**src/rtl/arm_flags_pkg.sv**
```systemverilog
// Shared flag definitions for the processor status register and its users.
// Provides bit positions inside the packed {N,Z,C,V,M} status word and the
// common update masks used by ALU / shifter flag writers.
package arm_flags_pkg;

  localparam int FLAG_N = 4;
  localparam int FLAG_Z = 3;
  localparam int FLAG_C = 2;
  localparam int FLAG_V = 1;
  localparam int FLAG_M = 0;

  localparam logic [4:0] MASK_NZCV = 5'h1e;
  localparam logic [4:0] MASK_NZC  = 5'h1c;
  localparam logic [4:0] MASK_NZ   = 5'h18;
  localparam logic [4:0] MASK_V    = 5'h02;

endpackage

```
**src/rtl/flag_lifo.sv**
```systemverilog
// Saved-status LIFO: storage array plus occupancy counter.
// Ports:
//   clock, reset  - rising-edge clock, synchronous active-high reset (count only)
//   push, pop     - already-qualified requests; caller never asserts both,
//                   never pushes when full and never pops when empty
//   din           - word to save on push
//   top           - word at the top of the stack (valid when !empty)
//   depth         - number of valid entries
//   full, empty   - occupancy flags
module flag_lifo #(
  parameter int WIDTH   = 5,
  parameter int DEPTH   = 4,
  parameter int DEPTH_W = $clog2(DEPTH + 1)
) (
  input  logic               clock,
  input  logic               reset,
  input  logic               push,
  input  logic               pop,
  input  logic [WIDTH-1:0]   din,
  output logic [WIDTH-1:0]   top,
  output logic [DEPTH_W-1:0] depth,
  output logic               full,
  output logic               empty
);

  // Array index width; a single-entry stack still needs a 1-bit index.
  localparam int IDX_W = (DEPTH > 1) ? $clog2(DEPTH) : 1;

  logic [WIDTH-1:0]   mem [DEPTH];
  logic [DEPTH_W-1:0] count;
  logic [DEPTH_W-1:0] top_ptr;

  assign top_ptr = count - 1'b1;
  assign top     = mem[top_ptr[IDX_W-1:0]];
  assign depth   = count;
  assign full    = (count == DEPTH_W'(DEPTH));
  assign empty   = (count == '0);

  always_ff @(posedge clock) begin
    if (reset) begin
      count <= '0;
    end else if (push) begin
      count <= count + 1'b1;
    end else if (pop) begin
      count <= count - 1'b1;
    end
  end

  // Storage is never cleared; only the count defines which entries are valid.
  always_ff @(posedge clock) begin
    if (push && !reset) begin
      mem[count[IDX_W-1:0]] <= din;
    end
  end

endmodule

```
**src/rtl/spec_reg_stack.sv**
```systemverilog
// Processor status register with per-bit masked updates and a LIFO of saved
// status words for nested exception entry / return.
// Ports:
//   clock, reset   - rising-edge clock, synchronous active-high reset
//   enable         - 0 freezes all state and forces flags_out to all ones
//   update_mask    - per-bit load enable for flag_in
//   flag_in        - new flag values {N,Z,C,V,M}
//   push / pop     - exception entry (save live word, set mode) / return
//   clear_err      - clears sticky error bits (a same-cycle new error wins)
//   flags_out      - live status word
//   depth, stack_empty, stack_full - LIFO occupancy
//   overflow_err, underflow_err    - sticky misuse indicators
module spec_reg_stack
  import arm_flags_pkg::*;
#(
  parameter int FLAG_W      = 5,
  parameter int STACK_DEPTH = 4,
  parameter int DEPTH_W     = $clog2(STACK_DEPTH + 1)
) (
  input  logic               clock,
  input  logic               reset,
  input  logic               enable,
  input  logic [FLAG_W-1:0]  update_mask,
  input  logic [FLAG_W-1:0]  flag_in,
  input  logic               push,
  input  logic               pop,
  input  logic               clear_err,
  output logic [FLAG_W-1:0]  flags_out,
  output logic [DEPTH_W-1:0] depth,
  output logic               stack_empty,
  output logic               stack_full,
  output logic               overflow_err,
  output logic               underflow_err
);

  logic [FLAG_W-1:0] live;
  logic [FLAG_W-1:0] saved_top;
  logic              push_only;
  logic              pop_only;
  logic              do_push;
  logic              do_pop;
  logic              set_ovf;
  logic              set_unf;

  assign push_only = enable && push && !pop;
  assign pop_only  = enable && pop && !push;
  assign do_push   = push_only && !stack_full;
  assign do_pop    = pop_only && !stack_empty;
  assign set_ovf   = push_only && stack_full;
  assign set_unf   = pop_only && stack_empty;

  flag_lifo #(
    .WIDTH   (FLAG_W),
    .DEPTH   (STACK_DEPTH),
    .DEPTH_W (DEPTH_W)
  ) u_lifo (
    .clock (clock),
    .reset (reset),
    .push  (do_push),
    .pop   (do_pop),
    .din   (live),
    .top   (saved_top),
    .depth (depth),
    .full  (stack_full),
    .empty (stack_empty)
  );

  always_ff @(posedge clock) begin
    if (reset) begin
      live          <= '0;
      overflow_err  <= 1'b0;
      underflow_err <= 1'b0;
    end else if (enable) begin
      // Any stack request (including push&pop together) suppresses the mask update.
      if (do_push) begin
        live[FLAG_M] <= 1'b1;
      end else if (do_pop) begin
        live <= saved_top;
      end else if (!push && !pop) begin
        live <= (live & ~update_mask) | (flag_in & update_mask);
      end
      overflow_err  <= set_ovf || (overflow_err && !clear_err);
      underflow_err <= set_unf || (underflow_err && !clear_err);
    end
  end

  assign flags_out = enable ? live : {FLAG_W{1'b1}};

endmodule

```
**config.mk**
```make
export PLATFORM = sky130hd
export DESIGN_NAME = spec_reg_stack
export DESIGN_NICKNAME = d
export VERILOG_FILES = /design/src/rtl/arm_flags_pkg.sv /design/src/rtl/flag_lifo.sv /design/src/rtl/spec_reg_stack.sv
export SDC_FILE = /design/constraint.sdc
export NUM_CORES = 1
export LEC_CHECK = 0
export ABC_AREA = 1
export BUFFER_PORTS_ARGS = -buffer_cell sky130_fd_sc_hd__buf_2
export CAP_MARGIN = 30
export CELL_PAD_IN_SITES_DETAIL_PLACEMENT = 1
export CELL_PAD_IN_SITES_GLOBAL_PLACEMENT = 2
export CORE_ASPECT_RATIO = 1.4
export CORE_MARGIN = 4
export CORE_UTILIZATION = 30
export CTS_BUF_LIST = sky130_fd_sc_hd__clkbuf_8
export DETAILED_ROUTE_END_ITERATION = 7
export PLACE_DENSITY_LB_ADDON = 0.12
export SETUP_SLACK_MARGIN = 0.2
export SYNTH_ARGS = -nofsm -noshare
export SYNTH_HDL_FRONTEND = slang
export SYNTH_SLANG_ARGS = --single-unit
```
**constraint.sdc**
```tcl
create_clock -name clock -period 1.59 [get_ports clock]
set_input_delay 0.159 -clock clock [delete_from_list [all_inputs] [get_ports clock]]
set_output_delay 0.159 -clock clock [all_outputs]
set_load 0.01 [all_outputs]
```
==> results.md, run 1 <==
## Status
* run status: finished clean

## Routing
* first drt pass iteration count: 4
* drt via density: 4.48
* starting DRC count in detailed routing: 42
* vias post-DR: 1367
* count of antenna-violating nets left after detailed routing: 0
* DRC violations left: 0
* Routed Wire Length: 4.28 mm
* wire per inst: 14.0 um

## Setup path
* nature of the critical path endpoint: register
* critical path launch point type: register
* Arr. time, crit path: 1.64 ns
* Crit Path Max Fanout: 4
* required time of the critical path: 1.75 ns
* critical path start-end classification: register to register

## STA
* final setup violation count: 0
* worst hold margin: 0.132 ns
* measured slew at the worst slew-check pin: 0.285 ns
* hold violation total from the final report: 0
* top achievable clock speed: 677 MHz
* accumulated negative setup slack: 0 ns
* unrepaired setup endpoints after global routing: yes
* Slew Viols, Final: 0
* worst slew margin relative to its limit: 80.9%
* Final Critical Period: 1.48 ns
* final worst clock skew: 0.00968 ns
* period utilisation layout: 92.9%

## Clock tree
* deepest level of the CTS H-tree: 2
* clock tree root driver cell: sky130_fd_sc_hd__clkbuf_8
* maximum number of buffers from clock root to sink: 2
* clock tree from TritonCTS: yes
* cts bufs inserted: 5
* Reg clk slew, reported paths: 0.06 ns
* worst-skew pair later-pin latency: 0.28 ns
* total number of clock tree sinks: 30

## Yosys
* number of flops mapped to enable cells by yosys: 20
* async set-or-reset flop fraction in the synthesized netlist: 0%
* leading post-synthesis cells by cell area: sky130_fd_sc_hd__edfxtp_1 (38%), sky130_fd_sc_hd__nand2_1 (14%), sky130_fd_sc_hd__dfxtp_1 (13%), sky130_fd_sc_hd__inv_1 (7.6%), sky130_fd_sc_hd__nor2_1 (6.9%)
* share of the synthesized area in the top cell type: 38.2%
* synthesized netlist net count: 217
* sequential cell area fraction in the yosys report: 50.9%
* cell accounting for the most synthesized area: sky130_fd_sc_hd__edfxtp_1
* number of distinct library cells after synthesis: 21
* mean instance size in the synthesized netlist: 8.07 um^2
* post-synthesis instance total: 195
* post-synthesis register bit count: 30
* most common flop cell mapped by yosys: sky130_fd_sc_hd__edfxtp_1
* combined area of all synthesized cells: 0.00157 mm^2
* warning count from the yosys run: 0
* most common cell in the netlist: sky130_fd_sc_hd__nand2_1
* top cells by instance count after synthesis: sky130_fd_sc_hd__nand2_1 (58), sky130_fd_sc_hd__inv_1 (32), sky130_fd_sc_hd__nor2_1 (29)

## Floorplanning
* Die Outline Area: 0.00648 mm^2
* Die Wd: 69.2 um
* Core Footprint: 0.00495 mm^2
* starting density of the core: 31.7%
* standard-cell rows: 30
* height of the die: 93.7 um
* I/O pins: 28

## Cells and area
* Antenna diodes: 0
* number of fillers in the final layout: 614
* count of nets after finishing: 262
* post-route design area: 0.00219 mm^2
* final core utilization: 44.1%
* layout cell share with drive strength beyond 1: 35.3%
* area growth from synthesis to layout: 39.1%

## Power
* PwrDens: 1030 mW/mm^2
* Lkg Pwr: 1.00 nW
* VDD IR-drop max: 0.397 mV

## GRT
* antenna violations before repair: 0
* grt total ovfl: 0
* maximum number of pins on one net before global-route repair: 24
* first-pass GRT wire length: 6.94 mm
* vias in the first global route: 1456
* overall track demand over capacity in global routing: 13.6%

## Run
* max capacitance violation total: 0

## Place
* final estimated routing congestion in global placement: 0.751
* PortBufs: 27
* Post-DP Area: 0.00190 mm^2
* Detail Placement HPWL: 3.28 mm

## Worst hold path
* worst hold-check path type: input port to register

power breakdown:
part	switching (W)	internal (W)
Combinational	0.000421	0.000345
Clock	0.000282	0.000296
Sequential	0.0000278	0.000870
Total	0.000731	0.00151
path summary, 6_finish.rpt:
path                   start              end  slack [ns]  cells past startpoint
max          u_lifo.depth[0]         register        0.11                      7
min                    reset  u_lifo.depth[1]        0.13                      2
max reg2reg  u_lifo.depth[0]         register        0.11                      7
min reg2reg    underflow_err    underflow_err        0.48                      2
placed cells by master (no fill, tap or decap), drive strengths merged, types with 2 or more instances in the layout:
cell,Yosys,final
a21oi,8,8
buf,3,42
clkbuf,2,6
clkinv,0,2
dfxtp,10,10
edfxtp,20,20
ha,6,6
inv,32,33
nand2,62,62
nand3,10,10
nand4,2,2
nor2,30,30
o21ai,6,6
stage by stage:
| stage | setup WS, ns | power [W] | cells |
|---|---|---|---|
| finish | 0.114 | 0.00224 | 305 |
| global placement | 0.0809 | 0.00151 | 285 |
| detailed placement | 0.00475 | 0.00152 | 285 |
| floorplan | 0.137 | 0.00133 | 195 |
| CTS | 0.0865 | 0.00219 | 303 |
| global route | 0.00552 | 0.00240 | 305 |
critical path, cell delays in order, from the launching register on:
cell and delay (ns):
sky130_fd_sc_hd__dfxtp_4 0.37, sky130_fd_sc_hd__inv_6 0.04, sky130_fd_sc_hd__ha_4 0.16, sky130_fd_sc_hd__ha_4 0.18, sky130_fd_sc_hd__a211oi_4 0.30, sky130_fd_sc_hd__nand2_1 0.13, sky130_fd_sc_hd__a21oi_1 0.13, sky130_fd_sc_hd__nor2_1 0.06
kinds of logic (layout without fill, tap and decap cells):
kind of cell / Yosys count / after routing / synth area share [%]
flip-flops: 30 / 30 / 50.9
AO/OA/AOI/OAI: 16 / 16 / 5.65
adder cells (fa/ha/maj): 6 / 6 / 4.77
AND/OR/NAND/NOR: 106 / 106 / 28.8
buffers and inverters: 37 / 83 / 9.86
repair_timing:
action	in CTS	in global routing
buffers inserted	10	1
endpoints found under the setup margin	28	30
hold buffers	0	0
resized for setup	6	22
cloned	0	1
pin swaps	13	9
area by class of cell:
class | count | area (um^2) | area share (%)
inverters | 32 | 133 | 6.06
repair buffers | 43 | 313 | 14.3
well taps | 64 | 80.1 | 3.66
multi-input cells | 128 | 771 | 35.2
clock buffers | 5 | 68.8 | 3.15
flip-flops and latches | 30 | 808 | 37.0
clock inverters | 3 | 13.8 | 0.629
metal layers:
layer | track usage, % | vias up | share of wire (%)
li1 | - | 705 | -
met1 | 14.7 | 633 | 40
met2 | 26.1 | 25 | 56
met5 | 0 | - | 0
met4 | 4.89 | 0 | 1.2
met3 | 2.68 | 4 | 3.3
Note: power is estimated with default switching activity, not from simulation.
==> run 2, diff against run 1 <==
- PLACE_DENSITY: not set -> 0.8
- PLACE_DENSITY_LB_ADDON: 0.12 -> not set
==> run 2 against run 1 <==
  * Critical path depth did not move
  * First-iteration DRC count fell by 14%
  * Global-route usage rose by 0.38 points
  * Non-clock buffer count fell by 4
  * Setup slack got worse by 0.018 ns
  * Combinational power fell by 3%
  * Flip-flop and latch count did not move
  * Hold slack got worse by 0.027 ns
  * Utilization fell by 0.73 points
  * Final cell count fell by 0.98%
  * Final area fell by 1.7%
  * Routed wire length fell by 2.4%
==> results.md, run 2 (synthesized netlist as in run 1, its figures left out) <==
## Status
* run status: finished clean

## Setup path
* nature of the critical path endpoint: register
* critical path launch point type: register
* critical path start-end classification: register to register
* Arr. time, crit path: 1.67 ns
* master of the slowest instance on the critical path: sky130_fd_sc_hd__dfxtp_4
* Cell Chain, Critical Path: inv_6, ha_4, ha_4, a211oi_4, nand2_1, a21oi_1, nor2_1
* cell mode on critical path: sky130_fd_sc_hd__ha_4
* slack of the worst reg-to-reg path: 0.1 ns
* Slowest Stage Delay on Critical Path: 0.37 ns
* required time of the critical path: 1.77 ns
* worst reg2reg path depth: 7
* launch instance of the worst register-to-register path: u_lifo.depth[1]
* Crit Path Max Fanout: 4

## Clock tree
* worst-skew pair later-pin latency: 0.29 ns
* clock tree root driver cell: sky130_fd_sc_hd__clkbuf_8
* deepest level of the CTS H-tree: 2
* hold buffer count at CTS: 0
* clock tree from TritonCTS: yes
* maximum number of buffers from clock root to sink: 2
* total number of clock tree sinks: 30
* Reg clk slew, reported paths: 0.07 ns
* cts bufs inserted: 5

## STA
* worst slew margin relative to its limit: 79.3%
* final setup violation count: 0
* period utilisation layout: 94.0%
* top achievable clock speed: 669 MHz
* Slew Viols, Final: 0
* unrepaired setup endpoints after global routing: yes
* final worst clock skew: 0.00951 ns
* hold violation total from the final report: 0
* measured slew at the worst slew-check pin: 0.310 ns
* Final Critical Period: 1.49 ns

## Floorplanning
* Die Wd: 69.2 um
* standard-cell rows: 30
* height of the die: 93.7 um
* Die Outline Area: 0.00648 mm^2
* Core Footprint: 0.00495 mm^2
* starting density of the core: 31.7%
* I/O pins: 28

## Place
* Detail Placement HPWL: 3.08 mm
* number of instances in the placed design: 286
* final estimated routing congestion in global placement: 0.749
* PortBufs: 27
* Post-DP Area: 0.00191 mm^2

## GRT
* grt total ovfl: 0
* vias in the first global route: 1401
* first-pass GRT wire length: 7.03 mm
* antenna violations before repair: 0
* maximum number of pins on one net before global-route repair: 24
* overall track demand over capacity in global routing: 14.0%

## Power
* overall power after layout: 0.00225 W
* switching power: 0.000766 W
* combinational cell fraction of total power: 33.2%
* total internal power: 0.00148 W
* Seq pwr share: 40.0%
* PwrDens: 1050 mW/mm^2
* switching share of power: 34.0%
* VDD IR-drop max: 0.385 mV
* Lkg Pwr: 0.982 nW
* clock network power share: 26.8%

## Cells and area
* number of fillers in the final layout: 634
* Antenna diodes: 0
* count of nets after finishing: 259
* most common cell after layout, fill and taps aside: sky130_fd_sc_hd__nand2_1
* leading cell types in the layout, fill and taps excluded: sky130_fd_sc_hd__nand2_1 (53), sky130_fd_sc_hd__inv_1 (27), sky130_fd_sc_hd__buf_2 (27)
* Final Non-Filler Cells: 302
* area growth from synthesis to layout: 36.8%
* layout cell share with drive strength beyond 1: 34.5%
* post-route design area: 0.00215 mm^2

## Routing
* starting DRC count in detailed routing: 36
* first drt pass iteration count: 4
* Routed Wire Length: 4.17 mm
* vias post-DR: 1344
* wire per inst: 13.8 um
* drt via density: 4.45
* DRC violations left: 0
* count of antenna-violating nets left after detailed routing: 0

## Run
* max capacitance violation total: 0

## Worst hold path
* origin of the worst min-delay path: reset
* Hold Path Cell Cnt: 2
* worst hold-check path type: input port to register
* Hold Path End: u_lifo.depth[1]

run 2: timing repair:
action,CTS,global route
resized for setup,17,11
setup endpoints to repair,28,29
pin swaps,14,11
buffers inserted,6,1
cloned,1,0
run 2: worst max path at each step:
stage	startpoint	end	slack [ns]	cells past startpoint
after floorplan	u_lifo.depth[0]	u_lifo.mem[0][0]	0.14	7
final	u_lifo.depth[1]	register	0.1	7
after global routing	u_lifo.depth[0]	register	0.01	7
after CTS	u_lifo.depth[0]	register	0.07	7
after global placement	u_lifo.depth[1]	register	0.01	7
after detailed placement	u_lifo.depth[1]	register	-0.004	7
run 2: power by group through the flow:
stage	Combinational [W]	Clock [W]	Sequential (W)
after global routing	0.000827	0.000648	0.000905
after global placement	0.000590	0	0.000919
after detailed placement	0.000596	0	0.000922
after CTS	0.000719	0.000609	0.000897
final	0.000746	0.000603	0.000900
after floorplan	0.000402	0	0.000925
run 2: cell type report:
cell class / instances / area (um^2) / share of cell area (%)
flip-flops and latches: 30 / 808 / 37.6
multi-input cells: 129 / 797 / 37.1
repair buffers: 39 / 240 / 11.2
inverters: 32 / 140 / 6.52
well taps: 64 / 80.1 / 3.72
clock buffers: 5 / 68.8 / 3.20
clock inverters: 3 / 16.3 / 0.756
run 2: critical path: cells and delay by family, from the launching register on:
family / cells / cell delay, ns
AO/OA/AOI/OAI: 2 / 0.46
adder cells (fa/ha/maj): 2 / 0.34
flip-flops: 1 / 0.37
buffers and inverters: 1 / 0.04
AND/OR/NAND/NOR: 2 / 0.16
run 2: routing by layer:
metal	wire length, um	GRT usage [%]	vias to the layer above
met4	97	6.84	0
li1	-	-	696
met2	2230	24.8	21
met1	1750	16.5	620
met5	0	0	-
met3	99	1.93	7
run 2: through the flow:
| step | worst slack [ns] | hold WS (ns) | TNS [ns] | util [%] |
|---|---|---|---|---|
| global placement | 0.0101 | 0.386 | 0 | 38.5 |
| global route | 0.0139 | 0.100 | 0 | 43.4 |
| CTS | 0.0720 | 0.0984 | 0 | 42.6 |
| detailed placement | -0.00426 | 0.386 | -0.00610 | 38.5 |
| floorplan | 0.137 | 0.218 | 0 | - |
| finish | 0.0959 | 0.105 | 0 | 43.4 |
==> run 3, diff against run 2 <==
- clock period: 1.59 -> 1.25 ns (I/O delays scaled with it)
==> run 3 against run 2 <==
  * The flow now finishes with violations (negative setup slack)
  * Highest routed layer unchanged
  * Power grew 48%
  * Sequential power up 28%
  * Critical path type unchanged
  * Largest power group is now the clock network
  * Sequential share of layout area decreased by 1.9 points
==> results.md, run 3 (synthesized netlist as in run 1, its figures left out) <==
## Place
* final estimated routing congestion in global placement: 0.747
* PortBufs: 27
* Post-DP Area: 0.00198 mm^2
* Detail Placement HPWL: 3.26 mm
* number of instances in the placed design: 296

## Setup path
* master of the slowest instance on the critical path: sky130_fd_sc_hd__dfxtp_4
* launch instance of the worst register-to-register path: u_lifo.depth[1]
* Critical Path Source: u_lifo.depth[1]
* critical path start-end classification: register to register
* Arr. time, crit path: 1.74 ns
* Slowest Stage Delay on Critical Path: 0.37 ns
* required time of the critical path: 1.46 ns
* critical path launch point type: register
* Cell Chain, Critical Path: inv_4, ha_4, ha_4, nor3_4, buf_6, nand3_2, nand3_1, nor2_1, nor2_1
* nature of the critical path endpoint: register
* CP bufs+invs: 2
* Crit Path Max Fanout: 6
* kind of cell adding the most delay to the critical path: simple AND/OR/NAND/NOR gates

## Routing
* count of antenna-violating nets left after detailed routing: 0
* drt via density: 4.56
* Routed Wire Length: 4.38 mm
* first drt pass iteration count: 4
* vias post-DR: 1414
* wire per inst: 14.1 um
* DRC violations left: 0
* starting DRC count in detailed routing: 28

## Floorplanning
* I/O pins: 28
* Die Wd: 69.2 um
* starting density of the core: 31.7%
* height of the die: 93.7 um
* Die Outline Area: 0.00648 mm^2
* Core Footprint: 0.00495 mm^2
* standard-cell rows: 30

## Power
* combinational cell fraction of total power: 30.1%
* Seq pwr share: 34.5%
* Lkg Pwr: 1.04 nW
* VDD IR-drop max: 0.647 mV
* switching share of power: 29.4%
* total internal power: 0.00235 W
* PwrDens: 1460 mW/mm^2
* overall power after layout: 0.00333 W
* clock network power share: 35.5%
* switching power: 0.000980 W

## STA
* final worst clock skew: 0.0151 ns
* hold violation total from the final report: 0
* final setup violation count: 30
* measured slew at the worst slew-check pin: 0.266 ns
* worst slew margin relative to its limit: 82.2%
* worst hold margin: 0.104 ns
* unrepaired setup endpoints after global routing: yes
* accumulated negative setup slack: -5.38 ns
* Slew Viols, Final: 0
* period utilisation layout: 123%
* top achievable clock speed: 651 MHz
* post-route setup slack: -0.286 ns
* Final Critical Period: 1.54 ns

## Cells and area
* total area of multi-input combinational cells: 774 um^2
* area used by sequential logic in the layout: 817 um^2
* Final Non-Filler Cells: 310
* count of nets after finishing: 267
* layout cell share with drive strength beyond 1: 38.2%
* leading cell types in the layout, fill and taps excluded: sky130_fd_sc_hd__nand2_1 (56), sky130_fd_sc_hd__inv_1 (26), sky130_fd_sc_hd__nor2_1 (24)
* area growth from synthesis to layout: 45.4%
* Antenna diodes: 0
* most common cell after layout, fill and taps aside: sky130_fd_sc_hd__nand2_1
* number of fillers in the final layout: 613
* post-route design area: 0.00229 mm^2

## Status
* failing checks: negative setup slack
* run status: finished with violations

## Clock tree
* deepest level of the CTS H-tree: 2
* clock tree root driver cell: sky130_fd_sc_hd__clkbuf_8
* Reg clk slew, reported paths: 0.08 ns
* total number of clock tree sinks: 30
* clock tree from TritonCTS: yes
* maximum number of buffers from clock root to sink: 2
* cts bufs inserted: 5
* worst-skew pair later-pin latency: 0.29 ns

## GRT
* first-pass GRT wire length: 7.20 mm
* maximum number of pins on one net before global-route repair: 19
* vias in the first global route: 1472
* overall track demand over capacity in global routing: 14.1%
* antenna violations before repair: 0
* grt total ovfl: 0

## Run
* max capacitance violation total: 0

## Worst hold path
* worst hold-check path type: input port to register
* origin of the worst min-delay path: reset

run 3: changes by cell type in the layout (fill, tap and decap cells not counted), moves of 4 or more:
cell	change
sky130_fd_sc_hd__buf_2	-4
sky130_fd_sc_hd__buf_4	+4
sky130_fd_sc_hd__buf_6	+10
sky130_fd_sc_hd__dfxtp_1	-5
sky130_fd_sc_hd__dfxtp_2	+4
run 3: worst reg2reg max path, delay by kind of cell, from the launching register on:
| kind | cells | cell delay, ns |
|---|---|---|
| buffers and inverters | 2 | 0.21 |
| AND/OR/NAND/NOR | 5 | 0.54 |
| flip-flops | 1 | 0.37 |
| adder cells (fa/ha/maj) | 2 | 0.34 |
run 3: stage by stage:
step / util (%) / setup WS [ns]
2_1_floorplan: - / -0.203
3_3_place_gp: 40.0 / -0.195
3_5_place_dp: 40.0 / -0.242
4_1_cts: 44.4 / -0.205
5_1_grt: 46.2 / -0.372
6_report: 46.2 / -0.286
run 3: final timing paths:
kind,to,slack (ns),depth (start not counted)
worst min-delay path,underflow_err,0.10,2
worst min register to register,u_lifo.mem[0][2],0.48,0
worst max-delay path,live[0],-0.29,9
worst max register to register,live[0],-0.29,9
run 3: timing repair:
action	CTS	global route
gates resized for setup	20	15
hold buffers	0	0
gates cloned	0	0
setup buffers	2	4
endpoints found under the hold margin	0	0
pin swaps	10	5
setup endpoints to repair	40	40
run 3: layout make-up:
type                       instances  share of cell area (%)
clock inverter                     3                    2.79
inverter                          32                    5.91
timing repair buffer              48                    15.2
clock buffer                       5                    3.01
sequential                        30                    35.7
multi-input combinational        128                    33.9
tap                               64                    3.50
run 3: per-layer routing:
| metal | routed length, um | share of wire [%] | global-route usage (%) | up-vias |
|---|---|---|---|---|
| li1 | - | - | - | 712 |
| met1 | 1730 | 39 | 15.9 | 666 |
| met2 | 2430 | 55 | 26.0 | 29 |
| met3 | 149 | 3.4 | 2.78 | 7 |
| met4 | 75 | 1.7 | 5.37 | 0 |
| met5 | 0 | 0 | 0 | - |
run 3: power by group through the flow:
stage                     combinational [W]  sequential [W]  clock (W)
after floorplan                    0.000514         0.00118          0
after global placement             0.000841         0.00116          0
after detailed placement           0.000842         0.00117          0
after CTS                          0.000924         0.00115    0.00118
after global routing                0.00110         0.00115    0.00125
final                               0.00100         0.00115    0.00118
